<file path="src/rtl/alu_cmd_issue.sv">
// rtl/alu_cmd_issue.sv - one-entry registered issue stage decoding instructions into ALU commands
module alu_cmd_issue #(
    parameter int CNT_W = 16
) (
    input  logic             clk,
    input  logic             rst,
    input  logic             flush,
    input  logic             in_valid,
    output logic             in_ready,
    input  logic [31:0]      instr,
    input  logic [31:0]      rs1_val,
    input  logic [31:0]      rs2_val,
    output logic             out_valid,
    input  logic             out_ready,
    output logic [3:0]       cmd,
    output logic [31:0]      in1,
    output logic [31:0]      in2,
    output logic [4:0]       rd,
    output logic             illegal,
    output logic [CNT_W-1:0] issue_cnt
);
    localparam logic EMPTY = 1'b0;
    localparam logic FULL  = 1'b1;

    logic        state;
    logic        in_fire;
    logic        out_fire;
    logic [5:0]  opcode;
    logic [15:0] imm;
    logic [31:0] sext_imm;
    logic [31:0] zext_imm;
    logic [31:0] shamt_imm;
    logic        dec_legal;
    logic [3:0]  dec_cmd;
    logic [31:0] dec_in1;
    logic [31:0] dec_in2;
    logic        unused_instr_bits;

    assign opcode    = instr[31:26];
    assign imm       = instr[15:0];
    assign sext_imm  = {{16{imm[15]}}, imm};
    assign zext_imm  = {16'b0, imm};
    assign shamt_imm = {27'b0, imm[4:0]};
    assign unused_instr_bits = ^instr[20:16];

    assign out_valid = (state == FULL);
    assign in_ready  = ~out_valid | out_ready;
    assign in_fire   = in_valid & in_ready;
    assign out_fire  = out_valid & out_ready;

    // Operands default to rs1/rs2; only the exceptions in the table override them.
    always_comb begin
        dec_legal = 1'b1;
        dec_cmd   = 4'b0000;
        dec_in1   = rs1_val;
        dec_in2   = rs2_val;
        case (opcode)
            6'h00: dec_cmd = 4'b0000;
            6'h01: dec_cmd = 4'b0010;
            6'h02: dec_cmd = 4'b0100;
            6'h03: dec_cmd = 4'b0101;
            6'h04: dec_cmd = 4'b0110;
            6'h05: dec_cmd = 4'b0111;
            6'h06: dec_cmd = 4'b1000;
            6'h07: dec_cmd = 4'b1001;
            6'h08: dec_cmd = 4'b1010;
            6'h09: dec_cmd = 4'b1100;
            6'h0A: dec_cmd = 4'b1101;
            6'h20: begin dec_cmd = 4'b0000; dec_in2 = sext_imm; end
            6'h21: begin dec_cmd = 4'b0010; dec_in2 = sext_imm; end
            6'h22: begin dec_cmd = 4'b0100; dec_in2 = zext_imm; end
            6'h23: begin dec_cmd = 4'b0101; dec_in2 = zext_imm; end
            6'h26: begin dec_cmd = 4'b1000; dec_in2 = shamt_imm; end
            6'h27: begin dec_cmd = 4'b1001; dec_in2 = shamt_imm; end
            6'h28: begin dec_cmd = 4'b1010; dec_in2 = shamt_imm; end
            6'h29: begin dec_cmd = 4'b1100; dec_in2 = {imm, 16'b0}; end
            6'h30: begin dec_cmd = 4'b0010; dec_in1 = 32'b0; dec_in2 = rs1_val; end
            default: dec_legal = 1'b0;
        endcase
    end

    // Illegal ops are consumed but never loaded, so the held command is untouched.
    always_ff @(posedge clk) begin
        if (rst) begin
            state     <= EMPTY;
            cmd       <= '0;
            in1       <= '0;
            in2       <= '0;
            rd        <= '0;
            illegal   <= 1'b0;
            issue_cnt <= '0;
        end else begin
            if (out_fire) begin
                issue_cnt <= issue_cnt + 1'b1;
            end
            illegal <= in_fire & ~dec_legal & ~flush;
            if (flush) begin
                state <= EMPTY;
            end else if (in_fire && dec_legal) begin
                state <= FULL;
                cmd   <= dec_cmd;
                in1   <= dec_in1;
                in2   <= dec_in2;
                rd    <= instr[25:21];
            end else if (out_fire) begin
                state <= EMPTY;
            end
        end
    end
endmodule

</file>
<file path="config.mk">
export PLATFORM = sky130hd
export DESIGN_NAME = alu_cmd_issue
export DESIGN_NICKNAME = d
export VERILOG_FILES = /design/src/rtl/alu_cmd_issue.sv
export SDC_FILE = /design/constraint.sdc
export NUM_CORES = 1
export LEC_CHECK = 0
export CAP_MARGIN = 20
export CELL_PAD_IN_SITES_DETAIL_PLACEMENT = 0
export CELL_PAD_IN_SITES_GLOBAL_PLACEMENT = 1
export CORE_UTILIZATION = 30
export CTS_BUF_LIST = sky130_fd_sc_hd__clkbuf_4 sky130_fd_sc_hd__clkbuf_8 sky130_fd_sc_hd__clkbuf_16
export CTS_CLUSTER_SIZE = 16
export DETAILED_ROUTE_END_ITERATION = 10
export DONT_BUFFER_PORTS = 1
export GPL_TIMING_DRIVEN = 0
export PLACE_DENSITY_LB_ADDON = 0.12
export SLEW_MARGIN = 20
export SYNTH_ARGS = -nofsm -noshare
export SYNTH_HDL_FRONTEND = slang
export SYNTH_SLANG_ARGS = --single-unit
</file>
<file path="constraint.sdc">
create_clock -name clk -period 2.3 [get_ports clk]
set_input_delay 0.46 -clock clk [delete_from_list [all_inputs] [get_ports clk]]
set_output_delay 0.46 -clock clk [all_outputs]
set_load 0.02 [all_outputs]
</file>
==> summary.txt <==
status: complete, no violations
Tmin final: 2.15 ns
Syn Nets: 641
Clock Path Buffers: 2
fin. max-slew vios: 0
pwr dens: 678 nW/um^2
Synth async-reset ratio: 0%
Mapped Cells: 539
I/O Buffers: 0
First-pass DRT Iterations: 5
commonest non-fill, non-tap cell in the layout: dfxtp_1
Routed Antenna Nets: 0
DIE HEIGHT: 130 um
clock latency at the later pin of the worst-skew pair: 0.35 ns
Vias/cell: 5.89
clk sinks: 91
Cell Chain, Critical Path: nand2b_1, and2_1, clkbuf_2, clkbuf_1, o2111ai_1, a31oi_1
DIE WIDTH: 130 um
register area: 1820 um^2
pin count of the biggest net entering global routing: 16
design area: 5430 um^2
Crit. End Element: register
DRC: 0
fin crit share: 93.7%
Setup crit start kind: register
Initial Util: 30.7%
Slew HR: 52.5%
Setup WS post-layout: 0.146 ns
GRT Util Overall: 22.4%
reg-to-reg endpoint: in1[2]
Synth Cell Area: 4880 um^2
P_leak: 1.66 nW
core box area: 15900 um^2
peak supply drop: 0.356 mV
Avg WL per Cell: 24.3 um
count of different cell masters after synthesis: 60
# IOs: 193
multi-input combinational cell area: 2630 um^2
drt total wl: 18.7 mm
FF+latch count, synth: 91
FMAX: 464 MHz
first-pass GRT wire length: 27.3 mm
EDFF count, synth: 0
Clock Skew: 0.0102 ns
R2R setup slack: 0.15 ns
vias in the first global route: 4422
CTS Hold Bufs: 0
CTS clk-pin slew, worst paths: 0.07 ns
Worst path slowest cell: dfxtp_1
worst hold start: flush
final hold vios: 0
FF-to-FF path depth: 6
total number of vias: 4544
placed wire-length estimate: 14.3 mm
Yosys warning total: 0
row count: 46
initial antenna violation count: 0
post-synthesis sequential area ratio: 37.3%
Cell Count, Final, Fillers Out: 771
area grow syn2layout: 11.3%
ant diodes: 0
Hold EP: out_valid
Crit Reg-Reg Startpoint: out_valid
CTS Buf Count: 9
CTS tree: done
post-place setup slack: -0.0198 ns
# setup viols final: 0
Hold Crit Class: in2reg
commonest cells after routing, fill and taps aside: dfxtp_1 (91), nand2_1 (44), inv_1 (38), nand3_1 (37)
grt ovf: 0
synthesized area per cell: 9.06 um^2
CP max stage delay: 0.44 ns
share of cells above drive strength 1: 16.2%
Max-Cap Viols: 0
hold path cells: 1
Placed Cells: 755
worst path bufs/invs: 2
GP Congestion: 0.825
crit path max fanout: 10
Main synth FF type: dfxtp_1
CTS root buf: clkbuf_16
RSZ-0062 raised after global routing: false
nets: 652
CP delay by family, top: buffers and inverters
Layout fillers: 1692
full die area: 16800 um^2
htree depth: 3
Crit Path Category: reg2reg
Required @ worst endpoint: 2.58 ns
CP arrival: 2.43 ns
DP Area: 5150 um^2
DRT iter0 DRCs: 318
worst slew pin tran: 0.713 ns
-- synthesized netlist by cell type, drive strengths merged, types with 5 or more instances --
cell | number | area, um^2
nor4 | 5 | 31.3
nand3 | 38 | 195
a222oi | 16 | 160
dfxtp | 91 | 1820
o21ai | 9 | 56.3
clkbuf | 32 | 124
a21oi | 10 | 61.3
a22oi | 15 | 113
a221oi | 47 | 568
buf | 29 | 169
nand2b | 17 | 106
mux2i | 9 | 90.1
a31oi | 32 | 200
nand2 | 45 | 169
o2111ai | 32 | 280
inv | 38 | 143
nor2 | 15 | 56.3
or3 | 5 | 36.3
xnor2 | 7 | 61.3
-- where the power goes --
part,switching [mW],internal [mW],total (mW)
combinational,0.282,0.169,0.451
sequential,0.154,1.65,1.80
clock,0.681,0.748,1.43
-- final cells by class --
type	count	area share (%)
plain buffers	61	5.48
clock buffers	10	4.28
multi-input cells	349	48.4
flip-flops and latches	91	33.5
inverters	38	2.63
well taps	216	4.97
clock inverters	6	0.737
-- layer usage --
layer	up-vias	global-route usage (%)	share of wire [%]
met1	2222	27.5	42
met4	0	8.55	2.0
met3	22	9.08	11
li1	2111	-	-
met5	-	0	0
met2	189	35.0	46
-- how the worst max path moves through the flow --
stage	startpoint	to	slack, ns	cells past startpoint
floorplan	instr[26]	in2[29]	0.47	7
global placement	instr[26]	in2[3]	0.04	7
finish	out_valid	in1[2]	0.15	6
global route	out_valid	in1[19]	0.01	6
CTS	out_valid	in2[8]	0.11	5
detailed placement	out_valid	in1[17]	-0.02	6
-- registers in the layout (all words and copies together) (netlist names) --
signal,cells
rd,5
illegal,1
in1,32
out_valid,1
issue_cnt,16
in2,32
cmd,4
-- cells by family (layout without fill, tap and decap cells) --
| logic type | after synthesis | after routing | share of synthesized area, % |
|---|---|---|---|
| xor+xnor | 9 | 9 | 1.61 |
| compound gates | 174 | 174 | 32.5 |
| buf+inv | 99 | 115 | 8.92 |
| fa+ha+maj | 1 | 1 | 0.256 |
| mux | 11 | 11 | 2.31 |
| simple gates | 154 | 154 | 17.1 |
| flops | 91 | 91 | 37.3 |
-- per-stage QoR --
stage	total power, mW	util (%)	hold slack (ns)	TNS, ns
3_5_place_dp	2.29	32.4	0.549	-0.0198
2_1_floorplan	2.16	-	0.538	0
6_report	3.68	34.2	0.176	0
4_1_cts	3.72	34.2	0.167	0
3_3_place_gp	2.28	32.4	0.541	0
5_1_grt	3.85	34.2	0.163	0
-- repair_timing --
action	CTS	global route
setup endpoints to repair	8	10
buffers inserted	0	0
pin swaps	0	0
gates resized for setup	2	5
No activity file was read; power rests on OpenSTA's default activity.
